[src/rtl/image_load_ctrl.sv]
// Image load controller: accepts NPIX pixels into an image buffer, then
// streams the buffer out toward the conv layer with a 1-cycle read latency.
// Ports:
//   clk, reset           : clock, async active-high reset
//   load_req             : pulse that starts loading one image
//   img_valid/img_pixel  : pixel source; img_ready accepts in LOAD
//   store/pixel_out      : write strobe and data to the image buffer
//   store_finish         : buffer reports the image is complete
//   address/start        : buffer read address (0 = idle) and output enable
//   consumer_en          : downstream can take a feature this cycle
//   feat_valid           : buffer output feature valid (1 cycle after read)
//   busy/frame_done/err  : status, end-of-frame pulse, sticky store error
module image_load_ctrl #(
  parameter int NPIX = 784,
  parameter int AW   = 16
) (
  input  logic               clk,
  input  logic               reset,
  input  logic               load_req,
  input  logic               img_valid,
  input  logic signed [15:0] img_pixel,
  output logic               img_ready,
  output logic               store,
  output logic signed [15:0] pixel_out,
  input  logic               store_finish,
  output logic [AW-1:0]      address,
  output logic               start,
  input  logic               consumer_en,
  output logic               feat_valid,
  output logic               busy,
  output logic               frame_done,
  output logic               err
);

  typedef enum logic [2:0] {
    IDLE,
    LOAD,
    STREAM,
    DRAIN,
    DONE
  } state_t;

  localparam logic [AW-1:0] NPIX_A = AW'(NPIX);
  localparam logic [AW-1:0] LIMIT  = AW'(NPIX + 2);
  localparam logic [AW-1:0] ONE    = AW'(1);

  state_t        state, state_n;
  logic [AW-1:0] count, count_n, count_inc;
  logic [AW-1:0] address_n;
  logic          err_n;

  assign count_inc = count + {{(AW-1){1'b0}}, img_valid};

  always_ff @(posedge clk or posedge reset) begin
    if (reset) begin
      state      <= IDLE;
      count      <= '0;
      address    <= '0;
      err        <= 1'b0;
      feat_valid <= 1'b0;
    end else begin
      state      <= state_n;
      count      <= count_n;
      address    <= address_n;
      err        <= err_n;
      // buffer data appears one cycle after the read is issued
      feat_valid <= (state == STREAM) && consumer_en;
    end
  end

  always_comb begin
    state_n    = state;
    count_n    = count;
    address_n  = address;
    err_n      = err;
    img_ready  = 1'b0;
    store      = 1'b0;
    pixel_out  = '0;
    start      = 1'b0;
    frame_done = 1'b0;
    case (state)
      IDLE: begin
        if (load_req) begin
          state_n = LOAD;
          count_n = '0;
          err_n   = 1'b0;
        end
      end
      LOAD: begin
        img_ready = 1'b1;
        store     = img_valid;
        pixel_out = img_pixel;
        count_n   = count_inc;
        if (store_finish) begin
          state_n   = STREAM;
          address_n = NPIX_A;
        end else if (count_inc == LIMIT) begin
          // buffer never confirmed the image: give up
          state_n = IDLE;
          err_n   = 1'b1;
        end
      end
      STREAM: begin
        start = 1'b1;
        if (consumer_en) begin
          if (address <= ONE) begin
            state_n   = DRAIN;
            address_n = '0;
          end else begin
            address_n = address - ONE;
          end
        end
      end
      DRAIN: begin
        start     = 1'b1;
        address_n = '0;
        state_n   = DONE;
      end
      DONE: begin
        frame_done = 1'b1;
        state_n    = IDLE;
      end
      default: begin
        state_n   = IDLE;
        address_n = '0;
      end
    endcase
  end

  assign busy = (state != IDLE);

endmodule

[config.mk]
export PLATFORM = sky130hd
export DESIGN_NAME = image_load_ctrl
export DESIGN_NICKNAME = d
export VERILOG_FILES = /design/src/rtl/image_load_ctrl.sv
export SDC_FILE = /design/constraint.sdc
export NUM_CORES = 1
export LEC_CHECK = 0
export BUFFER_PORTS_ARGS = -buffer_cell sky130_fd_sc_hd__buf_2
export CORE_AREA = 2 2 70 72
export DETAILED_ROUTE_END_ITERATION = 8
export DIE_AREA = 0 0 72 74
export PLACE_DENSITY = 0.88
export SLEW_MARGIN = 20
export SYNTH_ARGS = -nofsm -noshare
export SYNTH_HDL_FRONTEND = slang
export SYNTH_SLANG_ARGS = --single-unit
[constraint.sdc]
create_clock -name clk -period 3 [get_ports clk]
set_clock_uncertainty 0.05 [all_clocks]
set_input_delay 0.15 -clock clk [delete_from_list [all_inputs] [get_ports clk]]
set_output_delay 0.15 -clock clk [all_outputs]
set_load 0.005 [all_outputs]
==> metrics.sh <==
YOSYSUNIQUECELLTYPES=49
CTS_BUFFERS=5
FIN_AREA_MM2=0.002803
HOLD_VIOL_FINAL=0
N_ANTENNA_CELL=0
UNREPAIRED_SETUP_ENDPOINTS_AFTER_GLOBAL_ROUTING='no'
SYNTH.TOP_CELLS.BY_AREA='sky130_fd_sc_hd__dfrtp_1, sky130_fd_sc_hd__o21ai_0, sky130_fd_sc_hd__and3_1, sky130_fd_sc_hd__nor2_1, sky130_fd_sc_hd__a22o_1'
LARGEST_NET_DEGREE_AT_THE_START_OF_GLOBAL_ROUTING=38
TIMING.SETUP.CRITICAL_PATH_CLASS='flop to flop'
CTS_NUM_SINKS=37
TIGHTESTPINTRANSITION_NS=0.7191
CRIT_PATH_START_KIND='flop'
P_PER_AREA_mW_PER_MM2=926.3
STD_CELL_ROWS=25
HOLD_START='consumer_en'
PATH_MAX_FANOUT=15
CELLS_AFTER_SYNTHESIS=279
WL_UM=5727
SETUP_VIOL=0
TIMING.FINAL.CRIT_SHARE_PCT=78.67
SIMPLE_GATE_AREA_SHARE_OF_THE_YOSYS_NETLIST_PCT=28.13
SYNTH-WARNING-COUNT=0
SETUP_SLACK_OF_THE_WORST_REGISTER_TO_REGISTER_PATH_NS=0.64
CTS_HTREE_LEVELS=2
ROUTE.ANTENNA.REMAINING_NETS=0
DRT-WIRELENGTH-PER-CELL_UM=14.76
GRT_PASS1_VIAS=2044
YOSYSTOPAREACELLSHARE_PCT=39.13
YOSYSSEQAREASHARE_PCT=39.13
REGTOREGSTARTPOINT='address[2]$_DFFE_PP0P_'
TIMING.FMAX_MHz=423.7
SYNTH-ADDER-AREA-SHARE_PCT=2.115
NETLIST.TOP_CELL.BY_AREA='sky130_fd_sc_hd__dfrtp_1'
AVGSYNTHCELLAREA_UM2=8.480
CTSLONGESTPATHBUFFERS=2
CHIPHEIGHT_UM=74
CTS_REPAIR_RESIZE_COUNT=0
DRT_PASS1_ITERATIONS=4
MAXSLEWHEADROOM_PCT=51.69
FINAL_CORE_UTILIZATION_PCT=60.95
MAX-CAP-VIOLATIONS=0
SYNTH-COMPOUND-AREA-SHARE_PCT=22.05
DPL_CELL_AREA_MM2=0.002678
WORST_HOLD_PATH.NUM_CELLS=3
CTS_ROOT_BUF='sky130_fd_sc_hd__clkbuf_8'
AREA_GROWTH_SYN_TO_LAYOUT_PCT=18.46
DOMINANT_COMBINATIONAL_CELL_FAMILY_BY_AREA_AFTER_SYNTHESIS='simple AND/OR/NAND/NOR gates'
SYNTH_SEQ_CELLS=37
FINAL_LAYOUT_SIZE_SUFFIX_GT1_SHARE_PCT=24.85
FINAL_CELL_MIX='sky130_fd_sc_hd__buf_2, sky130_fd_sc_hd__dfrtp_1, sky130_fd_sc_hd__o21ai_0'
SYN-CELL-AREA_MM2=0.002366
CRITICAL_PATH_BUF_INV_COUNT=0
TIMING.CRITICAL_PATH.REQUIRED_NS=3.13
CRIT_PATH_CELL_TRACE='or3_1 > nor4b_1 > a21o_1 > o21ai_0 > mux2_2'
POST_SYNTH_XOR_AREA_FRACTION_PCT=2.591
COUNT_OF_FLIP_FLOPS_WITH_A_BUILT_IN_ENABLE_AFTER_SYNTHESIS=0
CRITICAL_PATH.SLOWEST_CELL='sky130_fd_sc_hd__or3_1'
PATH_DELAY_FAMILY='simple AND/OR/NAND/NOR gates'
REG2REGPATHDEPTH=5
TOP_LEVEL_PORTS=61
CTS_TREE='built'
DIE_W_UM=72
CRITPATHMAXSTAGEDELAY_NS=0.45
PERIOD_MINUS_SLACK_NS=2.360
CORE_REGION_AREA_MM2=0.004598
OUTCOME='completed'
VDD_DROP_MAX_V=0.0003178
CRITICAL_PATH.REG2REG.ENDPOINT='address[10]$_DFFE_PP0P_'
CRITPATHCAPTURETYPE='flop'
DRT_ITER0_DRC=291
MIN_DELAY_WORST_ENDPOINT='feat_valid$_DFF_PP0_'
PORT_BUFFERS=60
SYNTH_NETS=305
WORST_SETUP_HOLD_PATH_CLK_SLEW_NS=0.09
LAYOUT.CELLS.MOST_COMMON='sky130_fd_sc_hd__buf_2'
HOLD_CLASS='primary input to flop'
TIMING.FINAL.MAX_SLEW_VIOLATIONS=0
VIA_COUNT=2352
POWER_LEAKAGE_uW=0.001386
DIE-AREA_MM2=0.005328
ASYNC_FLOP_SHARE_PCT=100.0
GP_WEIGHTED_CONGESTION=0.8833
FLOORPLAN.INITIALDENSITY_PCT=51.46
SETUP_TNS_NS=0
NUMBER_OF_ANTENNA_VIOLATIONS_AT_THE_FIRST_CHECK_IN_GLOBAL_ROUTING=0
TIMING.CRITICAL_PATH.ARRIVAL_NS=2.49
GLOBALROUTETOTALUTIL_PCT=20.86
CLK-INSERTION-DELAY-LATE_NS=0.30
POST_SYNTH_MUX_AREA_SHARE_PCT=0.8990
DP.FINAL_HPWL_UM=3967
POST-ROUTE-DRC-COUNT=0
NNETSFINAL=359
GRT_PASS1_WL_UM=8921
YS_DOMINANT_REG_CELL='sky130_fd_sc_hd__dfrtp_1'
VIAS_PER_CELL=6.062
AGGREGATE_GLOBAL_ROUTING_OVERFLOW=0
## tightest hold or removal path: stages
cell and delay [ns]:
sky130_fd_sc_hd__buf_2 0.11, sky130_fd_sc_hd__inv_1 0.05, sky130_fd_sc_hd__nor2_1 0.03
## synthesized netlist by cell type (all sizes together), types with 2 or more instances
master	count
a21o	2
a21oi	8
a22o	9
a31oi	7
and3	19
buf	3
clkbuf	16
dfrtp	37
ha	4
inv	7
nand2	16
nand2b	3
nand3	9
nand4	7
nor2	27
nor2b	2
nor3	10
nor3b	2
nor4	7
nor4b	2
o21a	2
o21ai	39
o2bb2ai	2
o31ai	6
or2	3
or3	4
or4	4
xnor2	3
xor2	4
## power breakdown
group          total (uW)  internal [uW]  switching [uW]
Clock                 439            249             191
Sequential            793            606             187
Combinational        1360            591             773
## stage by stage
step	total power (uW)	worst slack, ns	hold WS [ns]	std cells
floorplan	1770	0.7951	0.2062	279
global placement	2091	0.7132	0.2312	379
detailed placement	2144	0.6651	0.2380	379
CTS	2590	0.6464	0.03177	388
global route	2793	0.4567	0.03524	388
finish	2596	0.6400	0.03938	388
## per-layer routing
| layer | vias to the layer above | routed length (um) | track usage, % |
|---|---|---|---|
| li1 | 1143 | - | - |
| met1 | 1127 | 2524 | 26.19 |
| met2 | 73 | 2840 | 35.39 |
| met3 | 9 | 289 | 4.201 |
| met4 | 0 | 73 | 8.805 |
| met5 | - | 0 | 0 |
## kinds of logic (layout without fill, tap and decap cells)
kind of cell               Yosys count  in the layout
AOI/OAI and AO/OA                   83             83
adders and majority gates            4              4
and+or+nand+nor                    120            120
buffers and inverters               26             81
muxes                                2              2
DFF                                 37             37
xor gates and xnor gates             7              7
## worst max path at each step
stage	cells past startpoint	slack, ns	endpoint	startpoint
5_1_grt	7	0.46	state[0]$_DFFE_PP0P_	count[0]$_DFFE_PP0P_
2_1_floorplan	8	0.80	address[14]$_DFFE_PP0P_	address[0]$_DFFE_PP0P_
6_report	5	0.64	address[10]$_DFFE_PP0P_	address[2]$_DFFE_PP0P_
3_5_place_dp	7	0.67	address[14]$_DFFE_PP0P_	address[0]$_DFFE_PP0P_
3_3_place_gp	7	0.71	address[14]$_DFFE_PP0P_	address[0]$_DFFE_PP0P_
4_1_cts	7	0.65	address[14]$_DFFE_PP0P_	address[0]$_DFFE_PP0P_
## layout make-up
| cell class | instances | area, um2 |
|---|---|---|
| Tap cell | 54 | 67.56 |
| Clock buffer | 5 | 68.82 |
| Inverter | 7 | 26.28 |
| Timing Repair Buffer | 66 | 347.8 |
| Fill cell | 395 | 1795 |
| Multi-Input combinational cell | 216 | 1320 |
| Clock inverter | 3 | 46.29 |
| Sequential cell | 37 | 925.9 |
## sequential cells by signal, indices dropped and copies added (netlist names)
register / cells
address: 16
count: 16
err: 1
feat_valid: 1
state: 3
## what timing repair did
| item | in CTS | in global routing |
|---|---|---|
| hold buffers | 1 | 0 |
| endpoints found under the hold margin | 37 | 0 |
| buffers inserted | 0 | 0 |
No activity file was read; power rests on OpenSTA's default activity.
